File: config.mk
export PLATFORM = sky130hd
export DESIGN_NAME = mandelbrot_example_axi_read_master_flat
export DESIGN_NICKNAME = d
export VERILOG_FILES = /design/src/rtl/mandelbrot_example_axi_pkg.sv /design/src/rtl/mandelbrot_example_axi_read_master_if.sv /design/src/rtl/mandelbrot_example_counter.sv /design/src/rtl/mandelbrot_example_axi_read_master.sv /design/src/flat_wrapper.sv
export SDC_FILE = /design/constraint.sdc
export NUM_CORES = 1
export LEC_CHECK = 0
export BUFFER_PORTS_ARGS = -buffer_cell sky130_fd_sc_hd__buf_2
export CORE_AREA = 2 2 130 132
export DETAILED_ROUTE_END_ITERATION = 10
export DIE_AREA = 0 0 132 134
export PLACE_DENSITY = 0.82
export SYNTH_ARGS = -nofsm -noshare
export SYNTH_HDL_FRONTEND = slang
export SYNTH_SLANG_ARGS = --single-unit
File: constraint.sdc
create_clock -name aclk -period 10.1 [get_ports aclk]
set_input_delay 0.505 -clock aclk [delete_from_list [all_inputs] [get_ports aclk]]
set_output_delay 0.505 -clock aclk [all_outputs]
set_load 0.05 [all_outputs]
File: src/rtl/mandelbrot_example_axi_pkg.sv
// mandelbrot_example_axi_pkg: shared AXI helpers for the example read/write masters
package mandelbrot_example_axi_pkg;
  localparam int TX_CNT_W = 24;
  typedef logic [TX_CNT_W-1:0] tx_cnt_t;
  function automatic logic [2:0] axsize_f(input int data_width);
    return 3'($clog2(data_width / 8));
  endfunction
  function automatic longint burst_bytes_f(input int data_width, input int burst_len);
    return longint'(burst_len) * longint'(data_width / 8);
  endfunction
endpackage

File: src/rtl/mandelbrot_example_axi_read_master_if.sv
// mandelbrot_example_axi_read_master_if: AXI4 AR/R channels plus the AXI4-Stream output
interface mandelbrot_example_axi_read_master_if #(
  parameter int C_ADDR_WIDTH = 64,
  parameter int C_DATA_WIDTH = 32,
  parameter int C_ID_WIDTH   = 1
);
  logic                    arvalid, arready;
  logic [C_ADDR_WIDTH-1:0] araddr;
  logic [C_ID_WIDTH-1:0]   arid;
  logic [7:0]              arlen;
  logic [2:0]              arsize;
  logic                    rvalid, rready, rlast;
  logic [C_DATA_WIDTH-1:0] rdata;
  logic [C_ID_WIDTH-1:0]   rid;
  logic                    m_tvalid, m_tready, m_tlast;
  logic [C_DATA_WIDTH-1:0] m_tdata;
  modport master (
    output arvalid, araddr, arid, arlen, arsize, rready, m_tvalid, m_tdata, m_tlast,
    input  arready, rvalid, rdata, rlast, rid, m_tready
  );
  modport slave (
    input  arvalid, araddr, arid, arlen, arsize, rready, m_tvalid, m_tdata, m_tlast,
    output arready, rvalid, rdata, rlast, rid, m_tready
  );
endinterface

File: src/rtl/mandelbrot_example_counter.sv
// mandelbrot_example_counter: loadable up/down counter with zero flag
module mandelbrot_example_counter #(
  parameter int WIDTH = 8
) (
  input  logic             aclk,
  input  logic             areset,
  input  logic             load,
  input  logic             incr,
  input  logic             decr,
  input  logic [WIDTH-1:0] load_value,
  output logic [WIDTH-1:0] count,
  output logic             is_zero
);
  always_ff @(posedge aclk)
    if (areset) count <= '0;
    else if (load) count <= load_value;
    else if (incr & ~decr) count <= count + 1'b1;
    else if (decr & ~incr) count <= count - 1'b1;
  assign is_zero = count == '0;
endmodule

File: src/rtl/mandelbrot_example_axi_read_master.sv
// mandelbrot_example_axi_read_master: AXI4 read-burst master forwarding R beats unbuffered to a stream
module mandelbrot_example_axi_read_master
  import mandelbrot_example_axi_pkg::*;
#(
  parameter int C_ADDR_WIDTH      = 64,
  parameter int C_DATA_WIDTH      = 32,
  parameter int C_ID_WIDTH        = 1,
  parameter int C_LENGTH_WIDTH    = 32,
  parameter int C_BURST_LEN       = 256,
  parameter int C_LOG_BURST_LEN   = 8,
  parameter int C_MAX_OUTSTANDING = 4
) (
  input  logic                      aclk,
  input  logic                      areset,
  input  logic                      ctrl_start,
  input  logic [C_ADDR_WIDTH-1:0]   ctrl_offset,
  input  logic [C_LENGTH_WIDTH-1:0] ctrl_length,
  output logic                      ctrl_done,
  mandelbrot_example_axi_read_master_if.master axi
);
  localparam int TX_W = C_LENGTH_WIDTH - C_LOG_BURST_LEN;
  localparam logic [C_ADDR_WIDTH-1:0] BURST_BYTES = C_ADDR_WIDTH'(burst_bytes_f(C_DATA_WIDTH, C_BURST_LEN));
  localparam logic [7:0] FULL_LEN = 8'(C_BURST_LEN - 1);
  localparam logic [7:0] MAX_OUT = 8'(C_MAX_OUTSTANDING);
  logic busy, start_d, zero_len, zero_done, ar_pending, arvalid_r;
  logic start_ok, ar_hs, r_last_hs, ar_zero, r_zero, out_zero_unused, unused;
  logic [C_ADDR_WIDTH-1:0] araddr_r;
  logic [C_LENGTH_WIDTH-1:0] len_m1;
  logic [TX_W-1:0] num_tx, ar_cnt, r_cnt;
  logic [7:0] final_len, out_cnt;
  assign start_ok  = ctrl_start & ~busy;
  assign len_m1    = ctrl_length - 1'b1;
  assign ar_hs     = axi.arvalid & axi.arready;
  assign r_last_hs = axi.rvalid & axi.m_tready & axi.rlast;
  // A zero-length request completes from the start pipeline alone, two cycles after start
  assign ctrl_done = busy & ((r_last_hs & r_zero & ~zero_len) | zero_done);
  always_ff @(posedge aclk)
    if (areset) begin
      busy       <= 1'b0;
      start_d    <= 1'b0;
      zero_len   <= 1'b0;
      zero_done  <= 1'b0;
      ar_pending <= 1'b0;
      arvalid_r  <= 1'b0;
      araddr_r   <= '0;
      num_tx     <= '0;
      final_len  <= '0;
    end else begin
      start_d   <= start_ok;
      zero_done <= start_d & zero_len;
      if (start_ok) begin
        busy       <= 1'b1;
        zero_len   <= ctrl_length == '0;
        ar_pending <= ctrl_length != '0;
        num_tx     <= len_m1[C_LENGTH_WIDTH-1:C_LOG_BURST_LEN];
        final_len  <= 8'(len_m1[C_LOG_BURST_LEN-1:0]);
        araddr_r   <= ctrl_offset;
      end else if (ctrl_done) busy <= 1'b0;
      if (ar_hs) begin
        araddr_r <= araddr_r + BURST_BYTES;
        if (ar_zero) ar_pending <= 1'b0;
      end
      arvalid_r <= axi.arvalid ? ~axi.arready : ar_pending & (out_cnt < MAX_OUT);
    end
  mandelbrot_example_counter #(.WIDTH(TX_W)) u_ar_cnt (
    .aclk(aclk), .areset(areset), .load(start_d), .incr(1'b0), .decr(ar_hs),
    .load_value(num_tx), .count(ar_cnt), .is_zero(ar_zero)
  );
  mandelbrot_example_counter #(.WIDTH(TX_W)) u_r_cnt (
    .aclk(aclk), .areset(areset), .load(start_d), .incr(1'b0), .decr(r_last_hs),
    .load_value(num_tx), .count(r_cnt), .is_zero(r_zero)
  );
  mandelbrot_example_counter #(.WIDTH(8)) u_out_cnt (
    .aclk(aclk), .areset(areset), .load(1'b0), .incr(ar_hs), .decr(r_last_hs),
    .load_value(8'd0), .count(out_cnt), .is_zero(out_zero_unused)
  );
  assign axi.arvalid  = arvalid_r;
  assign axi.araddr   = araddr_r;
  assign axi.arid     = '0;
  assign axi.arlen    = ar_zero ? final_len : FULL_LEN;
  assign axi.arsize   = axsize_f(C_DATA_WIDTH);
  assign axi.rready   = axi.m_tready;
  assign axi.m_tvalid = axi.rvalid;
  assign axi.m_tdata  = axi.rdata;
  assign axi.m_tlast  = axi.rlast & r_zero;
  assign unused = ^{axi.rid, out_zero_unused, r_cnt};
endmodule
File: src/flat_wrapper.sv
// flat-port wrapper written by rule: the top's interface ports become plain ports
module mandelbrot_example_axi_read_master_flat import mandelbrot_example_axi_pkg::*;
#(
  parameter int C_ADDR_WIDTH      = 64,
  parameter int C_DATA_WIDTH      = 32,
  parameter int C_ID_WIDTH        = 1,
  parameter int C_LENGTH_WIDTH    = 32,
  parameter int C_BURST_LEN       = 256,
  parameter int C_LOG_BURST_LEN   = 8,
  parameter int C_MAX_OUTSTANDING = 4
)
  (aclk, areset, ctrl_start, ctrl_offset, ctrl_length, ctrl_done, axi_arvalid, axi_araddr, axi_arid, axi_arlen, axi_arsize, axi_rready, axi_m_tvalid, axi_m_tdata, axi_m_tlast, axi_arready, axi_rvalid, axi_rdata, axi_rlast, axi_rid, axi_m_tready);
  mandelbrot_example_axi_read_master_if #(.C_ADDR_WIDTH(C_ADDR_WIDTH), .C_DATA_WIDTH(C_DATA_WIDTH), .C_ID_WIDTH(C_ID_WIDTH)) axi_i ();
  input  logic aclk;
  input  logic areset;
  input  logic ctrl_start;
  input  logic [C_ADDR_WIDTH-1:0] ctrl_offset;
  input  logic [C_LENGTH_WIDTH-1:0] ctrl_length;
  output logic ctrl_done;
  output wire logic [$bits(axi_i.arvalid)-1:0] axi_arvalid;
  output wire logic [$bits(axi_i.araddr)-1:0] axi_araddr;
  output wire logic [$bits(axi_i.arid)-1:0] axi_arid;
  output wire logic [$bits(axi_i.arlen)-1:0] axi_arlen;
  output wire logic [$bits(axi_i.arsize)-1:0] axi_arsize;
  output wire logic [$bits(axi_i.rready)-1:0] axi_rready;
  output wire logic [$bits(axi_i.m_tvalid)-1:0] axi_m_tvalid;
  output wire logic [$bits(axi_i.m_tdata)-1:0] axi_m_tdata;
  output wire logic [$bits(axi_i.m_tlast)-1:0] axi_m_tlast;
  input wire logic [$bits(axi_i.arready)-1:0] axi_arready;
  input wire logic [$bits(axi_i.rvalid)-1:0] axi_rvalid;
  input wire logic [$bits(axi_i.rdata)-1:0] axi_rdata;
  input wire logic [$bits(axi_i.rlast)-1:0] axi_rlast;
  input wire logic [$bits(axi_i.rid)-1:0] axi_rid;
  input wire logic [$bits(axi_i.m_tready)-1:0] axi_m_tready;
  assign axi_arvalid = axi_i.arvalid;
  assign axi_araddr = axi_i.araddr;
  assign axi_arid = axi_i.arid;
  assign axi_arlen = axi_i.arlen;
  assign axi_arsize = axi_i.arsize;
  assign axi_rready = axi_i.rready;
  assign axi_m_tvalid = axi_i.m_tvalid;
  assign axi_m_tdata = axi_i.m_tdata;
  assign axi_m_tlast = axi_i.m_tlast;
  assign axi_i.arready = axi_arready;
  assign axi_i.rvalid = axi_rvalid;
  assign axi_i.rdata = axi_rdata;
  assign axi_i.rlast = axi_rlast;
  assign axi_i.rid = axi_rid;
  assign axi_i.m_tready = axi_m_tready;
  mandelbrot_example_axi_read_master #(.C_ADDR_WIDTH(C_ADDR_WIDTH), .C_DATA_WIDTH(C_DATA_WIDTH), .C_ID_WIDTH(C_ID_WIDTH), .C_LENGTH_WIDTH(C_LENGTH_WIDTH), .C_BURST_LEN(C_BURST_LEN), .C_LOG_BURST_LEN(C_LOG_BURST_LEN), .C_MAX_OUTSTANDING(C_MAX_OUTSTANDING)) u_core (.aclk(aclk), .areset(areset), .ctrl_start(ctrl_start), .ctrl_offset(ctrl_offset), .ctrl_length(ctrl_length), .ctrl_done(ctrl_done), .axi(axi_i));
endmodule
==> out/summary.txt <==
Grt total ovfl: 0
Final ANT Viol Nets: 0
Vias per inst: 5.873
Syn Area/Cell: 8.036 µm²
Number of global-route vias before repair: 7953
Area of the die: 17690 µm²
Global-route usage over all layers: 26.38%
Slew Limit Fails: 0
CP startpoint kind: flop
Post-CTS Setup Bufs: 0
Area occupied by multi-input gates: 4989 µm²
Synth warnings: 0
Worst Setup Path Type: reg -> out
# rows: 47
CTS tree: done
IO Pins: 249
Leakage power: 0.003876 µW
CP Capture Type: output pin
CTS max path bufs: 2
Area of the core: 16290 µm²
Arrival time worst endpoint: 3310 ps
Clock share of power: 35.8%
Area grow syn2layout: 15.13%
Fmax: 0.2623 GHz
TNS Setup: 0 ps
DRC Markers: 0
Hold-critical path depth: 3
Outcome: finished, final reports clean
Worst Hold Slack: 311.5 ps
Initial antenna violation count: 2
Asr flop ratio synth: 0%
Wirelength per Cell: 16.53 µm
Largest net degree at the start of global routing: 81
Final hold vios: 0
CTS Buf Count: 17
Routed WL: 23.75 mm
Sw power: 608.3 µW
P per Cell Area: 176.3 nW/µm²
Switching fraction of total power: 34.18%
Number of enable flip-flop cells after synthesis: 0
FF/Latch Area: 3163 µm²
CTS root buf: clkbuf_16
Number of buffers and inverters on the critical path: 1
RSZ-0062 raised after global routing: no
Worst path cell trace: or4_4, or3_4, nor4_4, nand4b_1, or2_2, buf_2
Yosys top cell area share: 36.08%
Combinational Power Share: 23.0%
Die height: 134 µm
Max IR drop VDD: 0.1379 mV
Part of the power in registers: 41.3%
Pre-antenna DRT Iters: 5
Fin crit share: 37.75%
Iteration-0 DRC Markers: 761
Final Skew: 10.45 ps
Worst-Margin Slew: 975.7 ps
Hold-fix buffers, CTS: 0
CP max FO: 9
Share of cells above drive strength 1: 21.40%
Slew headroom: 34.71%
Yosys reg bits: 158
Commonest cells in the synthesized netlist: 158 x dfxtp_1, 114 x nor2_1, 105 x nand2_1
Layout Nets: 1352
Vias: 8439
RePlAce Congestion: 0.8886
Reg2reg path depth: 11
HPWL Detailed: 16.56 mm
Clk_lat worst skew: 430 ps
CTS Sinks: 158
Fillers: 1437
Crit path required time: 9600 ps
Maxcap violations: 0
Critical path depth in cells: 6
Tmin final: 3813 ps
First-pass GRT wire length: 38.07 mm
Most common cell in the netlist: dfxtp_1
Worst-path clk slew: 70 ps
CP delay by family, top: simple AND/OR/NAND/NOR gates
Post-Synthesis Cell Area: 8767 µm²
Synth unique cells: 67
Die width: 132 µm
# H-tree levels: 4
Sequential area share after synthesis: 36.08%
Post_cts resized: 0
Min-delay worst type: in -> reg
Synth Flop Type: dfxtp_1
Final setup viols: 0
CP peak stage delay: 570 ps
Top cells by area, synth: dfxtp_1 36%, nor2_1 4.9%, xnor2_1 4.7%
Initial core utilization: 53.82%
Internal power: 1171 µW
Slowest cell on crit path: or4_4
Port-buffer cells: 179
Synth Instances: 1091
Synth area leader: dfxtp_1
-- layer usage --
metal | global-route usage, % | part of all wire, % | up-vias
met5 | 0 | 0 | -
met4 | 11.23 | 2.9 | 0
met3 | 5.064 | 6.0 | 51
met2 | 46.35 | 49 | 317
met1 | 31.57 | 42 | 3958
li1 | - | - | 4113
-- tightest hold or removal path: stages --
cell and delay, ps:
buf_2 90, nand2_1 40, a21oi_1 50
-- power groups by stage --
stage / Sequential (µW) / Clock, µW / Combinational [µW]
floorplan: 807 / 0 / 271
global route: 743 / 671 / 445
global placement: 744 / 0 / 397
finish: 735 / 636 / 409
detailed placement: 746 / 0 / 405
CTS: 733 / 644 / 408
-- cell usage in the layout (no fill, tap or decap), drive strengths merged, types with 5 or more instances in the layout --
master  instances
buf           187
nor3           44
nand2         106
o21bai          5
clkbuf         17
nand3          28
a21o            5
a41oi           5
or4            15
a21boi         30
clkinv          5
mux2i           5
a22oi           6
o211ai         11
a31o            9
inv            40
nand3b          6
nor2          114
o31a            6
ha             13
dfxtp         158
o21ai          18
a311oi          8
a31oi          12
nor2b           7
nor4           38
nand4          17
or3            17
and4            6
xnor2          47
a21oi          78
xor2           36
and3           15
a211oi         39
or2            14
-- flip-flops by register name, indices dropped and copies added, names as in the netlist, 8 cells and up --
name	flops
u_core.axi.araddr	64
u_core.final_len	8
u_core.num_tx	24
u_core.u_ar_cnt.count	24
u_core.u_out_cnt.count	8
u_core.u_r_cnt.count	24
-- through the flow --
step / instances / worst slack (ps) / total power, µW / util, % / cell area [µm²]
2_1_floorplan: 1093 / 6482 / 1078 / - / 8775
4_1_cts: 1435 / 6254 / 1785 / 61.93 / 10090
5_1_grt: 1435 / 6110 / 1859 / 61.93 / 10090
6_report: 1437 / 6288 / 1780 / 61.96 / 10090
3_3_place_gp: 1403 / 6737 / 1141 / 58.38 / 9509
3_5_place_dp: 1403 / 6719 / 1152 / 58.38 / 9509
-- layout make-up --
type / instances / share of cell area [%]
Antenna cell: 2 / 0.04958
Tap cell: 220 / 2.727
Clock inverter: 15 / 1.525
Clock buffer: 17 / 4.215
Multi-Input combinational cell: 805 / 49.42
Timing Repair Buffer: 187 / 9.496
Inverter: 33 / 1.227
Sequential cell: 158 / 31.34
-- cell families after synthesis --
family                     Yosys count  share of synthesized area (%)
and+or+nand+nor                    445                          26.05
adders and majority gates           14                          2.084
xor gates and xnor gates            83                          8.292
AOI/OAI and AO/OA                  250                          19.05
DFF                                158                          36.08
other                                2                        0.08566
buffers and inverters              130                          7.278
muxes                                9                          1.085
-- worst paths after layout --
path	startpoint	to	slack, ps
setup / recovery	u_core.u_ar_cnt.count[2]	axi_arlen[5]	6290
hold / removal	ctrl_offset[43]	u_core.axi.araddr[43]	310
hold reg to reg	u_core.axi.araddr[9]	u_core.axi.araddr[9]	460
setup reg to reg	u_core.axi.arvalid	u_core.u_out_cnt.count[7]	7370
No activity file was read; power rests on OpenSTA's default activity.
